### src/rtl/tag_frame_builder.sv
// -----------------------------------------------------------------------------
// tag_frame_builder
//
// Frames payload packets for the tag-chip transmit controller. Each packet of
// up to MAX_WORDS 16-bit words is wrapped as {PREAMBLE, payload, CRC-16} and
// presented right-aligned on tx_bits with its length on tx_nbits. A staging
// buffer holds the next frame; it is swapped into the active buffer only when
// the active buffer is empty or the controller signals frame_done, so tx_bits
// never changes while a frame is being sent.
//
// Ports
//   clk           single clock
//   reset         synchronous, active-high
//   in_tdata      payload word
//   in_tvalid     payload word valid
//   in_tlast      last word of packet
//   in_tready     word accepted when in_tvalid & in_tready at a rising edge
//   frame_done    one-cycle pulse: active frame fully sent
//   tx_bits       active frame, first-sent bit at tx_nbits-1, CRC LSB at bit 0
//   tx_nbits      active frame length in bits
//   frame_valid   tx_bits holds a frame
//   err_overflow  sticky: a packet exceeded MAX_WORDS
//   frames_sent   count of frame_done pulses seen while frame_valid was high
// -----------------------------------------------------------------------------
module tag_frame_builder #(
   parameter int          TX_BITS_WIDTH = 128,
   parameter int          BIT_CNT_WIDTH = 7,
   parameter int          MAX_WORDS     = 6,
   parameter int          PRE_WIDTH     = 16,
   parameter logic [15:0] PREAMBLE      = 16'hAAAA
) (
   input  logic                     clk,
   input  logic                     reset,
   input  logic [15:0]              in_tdata,
   input  logic                     in_tvalid,
   input  logic                     in_tlast,
   output logic                     in_tready,
   input  logic                     frame_done,
   output logic [TX_BITS_WIDTH-1:0] tx_bits,
   output logic [BIT_CNT_WIDTH:0]   tx_nbits,
   output logic                     frame_valid,
   output logic                     err_overflow,
   output logic [15:0]              frames_sent
);

   localparam int          PAY_W = 16 * MAX_WORDS;
   localparam int          CNT_W = $clog2(MAX_WORDS + 1);
   localparam int          NB_W  = BIT_CNT_WIDTH + 1;
   localparam logic [15:0] POLY  = 16'h1021;

   typedef enum logic [1:0] {
      S_IDLE = 2'd0,
      S_CRC  = 2'd1,
      S_FULL = 2'd2,
      S_DROP = 2'd3
   } state_t;

   state_t state, state_nxt;

   logic [PAY_W-1:0]         payload;     // words of the current packet, first word highest
   logic [15:0]              cur_word;    // word being shifted through the CRC, MSB first
   logic [15:0]              crc;
   logic [3:0]               bit_cnt;
   logic [CNT_W-1:0]         word_cnt;
   logic                     last_q;
   logic [TX_BITS_WIDTH-1:0] stage_bits;
   logic [NB_W-1:0]          stage_nbits;

   logic                     accept;
   logic                     crc_fb;
   logic [15:0]              crc_step;
   logic                     crc_done;
   logic                     swap;
   logic [TX_BITS_WIDTH-1:0] frame_asm;
   logic [NB_W-1:0]          frame_len;

   assign accept   = in_tvalid & in_tready;
   assign crc_fb   = crc[15] ^ cur_word[15];
   assign crc_step = {crc[14:0], 1'b0} ^ (crc_fb ? POLY : 16'h0000);
   assign crc_done = (state == S_CRC) && (bit_cnt == 4'd15);
   assign swap     = (state == S_FULL) && (!frame_valid || frame_done);

   // Frame built on the edge the CRC finishes, so it uses crc_step (the CRC
   // after the 16th bit) rather than the registered value. Payload bits above
   // the packet's words are zero because the first word clears the register.
   assign frame_asm = (TX_BITS_WIDTH'(PREAMBLE) << (16 * int'(word_cnt) + 16))
                    | (TX_BITS_WIDTH'(payload) << 16)
                    | TX_BITS_WIDTH'(crc_step);
   assign frame_len = NB_W'(PRE_WIDTH + 16 * int'(word_cnt) + 16);

   // ---------------------------------------------------------------- state reg
   // NOTE: every clocked block uses non-blocking (<=) assignments so all
   // registers update together from values sampled before the edge.
   always_ff @(posedge clk) begin
      if (reset) state <= S_IDLE;
      else       state <= state_nxt;
   end

   // --------------------------------------------------------------- next state
   // NOTE: the default assignment at the top of a combinational block keeps
   // every path assigned, so no latch is inferred.
   always_comb begin
      state_nxt = state;
      case (state)
         S_IDLE: if (accept) state_nxt = S_CRC;
         S_CRC: begin
            if (bit_cnt == 4'd15) begin
               if (last_q)                                  state_nxt = S_FULL;
               else if (int'(word_cnt) == MAX_WORDS)        state_nxt = S_DROP;
               else                                         state_nxt = S_IDLE;
            end
         end
         S_FULL: if (swap)               state_nxt = S_IDLE;
         S_DROP: if (accept && in_tlast) state_nxt = S_IDLE;
         default:                        state_nxt = S_IDLE;
      endcase
   end

   // ------------------------------------------------------------------ outputs
   always_comb begin
      in_tready = 1'b0;
      case (state)
         S_IDLE, S_DROP: in_tready = 1'b1;
         default:        in_tready = 1'b0;
      endcase
   end

   // ----------------------------------------------------------------- datapath
   // NOTE: the staging and frame registers are small flop banks, not RAM, so
   // they are reset along with the control state; a reset therefore also
   // discards any partial packet and staged frame.
   always_ff @(posedge clk) begin
      if (reset) begin
         payload      <= '0;
         cur_word     <= '0;
         crc          <= 16'hFFFF;
         bit_cnt      <= '0;
         word_cnt     <= '0;
         last_q       <= 1'b0;
         stage_bits   <= '0;
         stage_nbits  <= '0;
         tx_bits      <= '0;
         tx_nbits     <= '0;
         frame_valid  <= 1'b0;
         err_overflow <= 1'b0;
         frames_sent  <= '0;
      end else begin
         case (state)
            S_IDLE: begin
               if (accept) begin
                  cur_word <= in_tdata;
                  last_q   <= in_tlast;
                  bit_cnt  <= '0;
                  word_cnt <= word_cnt + CNT_W'(1);
                  if (word_cnt == '0) begin
                     crc     <= 16'hFFFF;
                     payload <= PAY_W'(in_tdata);
                  end else begin
                     payload <= {payload[PAY_W-17:0], in_tdata};
                  end
               end
            end
            S_CRC: begin
               crc      <= crc_step;
               cur_word <= {cur_word[14:0], 1'b0};
               bit_cnt  <= bit_cnt + 4'd1;
               if (crc_done) begin
                  if (last_q) begin
                     stage_bits  <= frame_asm;
                     stage_nbits <= frame_len;
                  end else if (int'(word_cnt) == MAX_WORDS) begin
                     err_overflow <= 1'b1;
                  end
               end
            end
            S_FULL: if (swap)               word_cnt <= '0;
            S_DROP: if (accept && in_tlast) word_cnt <= '0;
            default: ;
         endcase

         // Active buffer: swap wins over a plain frame_done clear.
         if (swap) begin
            tx_bits     <= stage_bits;
            tx_nbits    <= stage_nbits;
            frame_valid <= 1'b1;
         end else if (frame_done && frame_valid) begin
            tx_bits     <= '0;
            tx_nbits    <= '0;
            frame_valid <= 1'b0;
         end

         if (frame_done && frame_valid) frames_sent <= frames_sent + 16'd1;
      end
   end

endmodule

### config.mk
export PLATFORM = sky130hd
export DESIGN_NAME = tag_frame_builder
export DESIGN_NICKNAME = d
export VERILOG_FILES = /design/src/rtl/tag_frame_builder.sv
export SDC_FILE = /design/constraint.sdc
export NUM_CORES = 1
export LEC_CHECK = 0
export CAP_MARGIN = 20
export CORE_MARGIN = 2
export CORE_UTILIZATION = 35
export CTS_BUF_LIST = sky130_fd_sc_hd__clkbuf_8
export DETAILED_ROUTE_END_ITERATION = 10
export DONT_BUFFER_PORTS = 1
export PLACE_DENSITY = 0.61
export SLEW_MARGIN = 40
export SYNTH_ARGS = -nofsm -noshare
export SYNTH_HDL_FRONTEND = slang
export SYNTH_SLANG_ARGS = --single-unit
### constraint.sdc
create_clock -name clk -period 5.4 [get_ports clk]
set_clock_uncertainty 0.15 [all_clocks]
set_input_delay 0 -clock clk [delete_from_list [all_inputs] [get_ports clk]]
set_output_delay 0 -clock clk [all_outputs]
set_load 0.1 [all_outputs]
==> impl_metrics.csv <==
group,metric,value,unit
synthesis,synth-compound-area-share,18.9,%
clocking,cts_sinks,390,
die,row_count,74,
grt,grt_pass1_wl,58.9,mm
synthesis,synth_top_family_by_area,"compound AO/OA/AOI/OAI gates",
timing,tightest_slew,0.826,ns
die,die_x,206,um
timing,setup_viol,0,
timing,rsz0062_at_grt,"no",
power,vdd_drop_max,0.000185,V
route,wl_met2,17.9,mm
route,routed.top_layer,"met4",
clocking,cts_htree_levels,3,
setup_path,crit_fanout,51,
finish,area_growth,14.8,%
route,met1_length,16.7,mm
placed_design,post-dp-hpwl,23.3,mm
timing,fin_hold_ws,0.0429,ns
setup_path,critical_path_required,5.77,ns
clocking,clk_pin_slew_worst_paths,0.06,ns
setup_path,crit_path_start_kind,"flip-flop",
die,core,0.0406,mm2
die,die_area,0.0425,mm2
synthesis,synthAdderAreaFrac,0.962,%
clocking,numCtsBuffers,66,
clocking,clock_latency,0.59,ns
power,cellPowerDensity,394,mW/mm2
synthesis,syn_area_per_cell,9.14,um2
route,ant_nets,0,
hold_path,hp-class,"input pin to flip-flop",
synthesis,syn_inst,1566,
synthesis,synth-simple-area-share,16.9,%
power,leakage,5.76,nW
synthesis,synth_ff_type,"dfxtp_1",
timing,hold_viol_final,0,
route,drtIter0Drc,976,
synthesis,synth_common_cells,"dfxtp_1 (390), nand2_1 (255), a21oi_1 (169)",
synthesis,synthMuxAreaShare,2.05,%
clocking,cts_tree,"built",
synthesis,ys_warn_count,0,
grt,antenna_found_initial,2,
synthesis,async_flop_share,0,%
route,wirelength,37.4,mm
clocking,cts_buffer_depth,3,
finish,drive_gt1_share,19.7,%
timing,slew_headroom,44.6,%
timing,maxSlewViolCount,0,
synthesis,synth-edff-count,0,
route,vias_per_cell,5.24,
synthesis,synth_top_area_share,54.6,%
timing,fin_crit_sh,69.0,%
grt,grt-ovfl-total,0,
synthesis,yosysMostFrequentCell,"dfxtp_1",
route,drt_first_pass_iters,5,
route,dr_wl_met3,2.10,mm
placed_design,gp_congestion,0.830,
route,via_count,11182,
die,fp.dieH,206,um
placed_design,port_buffers,0,
timing,final.min_clock_period,3.73,ns
synthesis,synth_cell_types,56,
synthesis,synth_area_leaders,"dfxtp_1 (55%), nand2_1 (6.7%), a22oi_1 (6.2%), a21oi_1 (5.9%), o221a_2 (4.4%)",
route,drc,0,
grt,grt_pass1_vias,10506,
timing,fmax,0.268,GHz
die,initial_core_util,35.3,%
setup_path,worstSetupPathType,"flip-flop to flip-flop",
die,ios,176,
synthesis,synth_seq_cells,390,
setup_path,arrival,4.10,ns
grt,grt_usage,17.5,%
finish,final_nets,1586,
route,wl_per_cell,17.5,um
synthesis,yosys.area.top_type,"dfxtp_1",
job,maxCapViolCount,0,
grt,grt_start_max_net_pins,316,
run_status,outcome,"finished clean",
synthesis,yosysSeqAreaShare,54.6,%
clocking,cts-root-buf,"clkbuf_8",
timing,finalSetupTns,0,ns
synthesis,synth-xor-area-share,1.04,%
setup_path,critPathCaptureType,"flip-flop",
synthesis,synth_area,0.0143,mm2
## cell usage in the layout (no fill, tap or decap), types with 8 or more instances in the layout
cell type	count
a211oi_1	16
a21oi_1	169
a22oi_1	118
buf_4	11
clkbuf_8	79
conb_1	12
dfxtp_1	256
dfxtp_2	133
dlygate4sd3_1	42
ha_1	10
inv_1	39
mux2i_1	28
nand2_1	255
nand2b_1	13
nand3_1	92
nor2_1	155
o21ai_0	8
o221a_2	56
xor2_1	11
## worst max-delay path: stages (launching register included)
cell           delay, ns
dfxtp_1             0.37
inv_1               0.10
ha_1                0.36
and3b_4             0.72
buf_4               0.57
nand2_1             0.09
dlygate4sd3_1       0.56
a21oi_1             0.13
dlygate4sd3_1       0.58
## cell families (layout without fill, tap and decap cells)
logic type / after synthesis / count (layout)
simple gates: 561 / 561
compound gates: 390 / 390
flops: 390 / 390
buf+inv: 167 / 189
mux: 29 / 29
xor+xnor: 17 / 17
fa+ha+maj: 11 / 11
other cells: 1 / 14
## flip-flops by register name, indices dropped and copies added, names as in the netlist, 2 cells and up
| signal | count |
|---|---|
| state | 2 |
| payload | 96 |
| tx_nbits | 4 |
| stage_bits | 113 |
| frames_sent | 16 |
| cur_word | 16 |
| crc | 16 |
| tx_bits | 113 |
| bit_cnt | 4 |
| word_cnt | 3 |
| stage_nbits | 4 |
## layout make-up
| cell class | instances | area, um2 |
|---|---|---|
| fill | 4047 | 24100 |
| clock inverter | 34 | 139 |
| clock buffer | 79 | 1090 |
| inverter | 14 | 52.6 |
| tap | 532 | 666 |
| sequential | 390 | 7980 |
| multi-input combinational | 1020 | 5810 |
| timing repair buffer | 62 | 703 |
| antenna | 2 | 5.00 |
## metal layers
layer / vias up / global-route usage (%)
met5: - / 0
li1: 5435 / -
met2: 305 / 28.4
met1: 5391 / 22.8
met3: 51 / 4.32
met4: 0 / 5.41
## path summary, 6_finish.rpt
path,startpoint,end,slack [ns],cells past startpoint
worst max-delay path,state[0],payload[1],1.67,8
worst min register to register,payload[80],payload[80],0.31,2
worst max register to register,state[0],payload[1],1.67,8
worst min-delay path,in_tdata[6],payload[6],0.04,3
## power by group
part / switching, mW / internal (mW)
logic: 0.698 / 0.288
registers: 0.0683 / 2.96
clock network: 1.14 / 1.32
total: 1.91 / 4.57
## per-stage QoR
stage | instance area, um2 | std cells | utilization (%) | total power [mW] | worst slack, ns
6_report | 16400 | 2133 | 40.5 | 6.47 | 1.67
2_1_floorplan | 14400 | 1577 | - | 3.84 | 3.00
3_3_place_gp | 14400 | 1969 | 35.6 | 3.93 | 2.49
3_5_place_dp | 14700 | 1972 | 36.2 | 3.95 | 2.51
5_1_grt | 16400 | 2133 | 40.5 | 6.79 | 1.46
4_1_cts | 16300 | 2128 | 40.3 | 6.52 | 1.70
## timing repair
action | in CTS | in global routing
gates resized for setup | 0 | 0
setup buffers | 0 | 0
hold buffers | 43 | 0
hold endpoints to repair | 390 | 0
No activity file was read; power rests on OpenSTA's default activity.
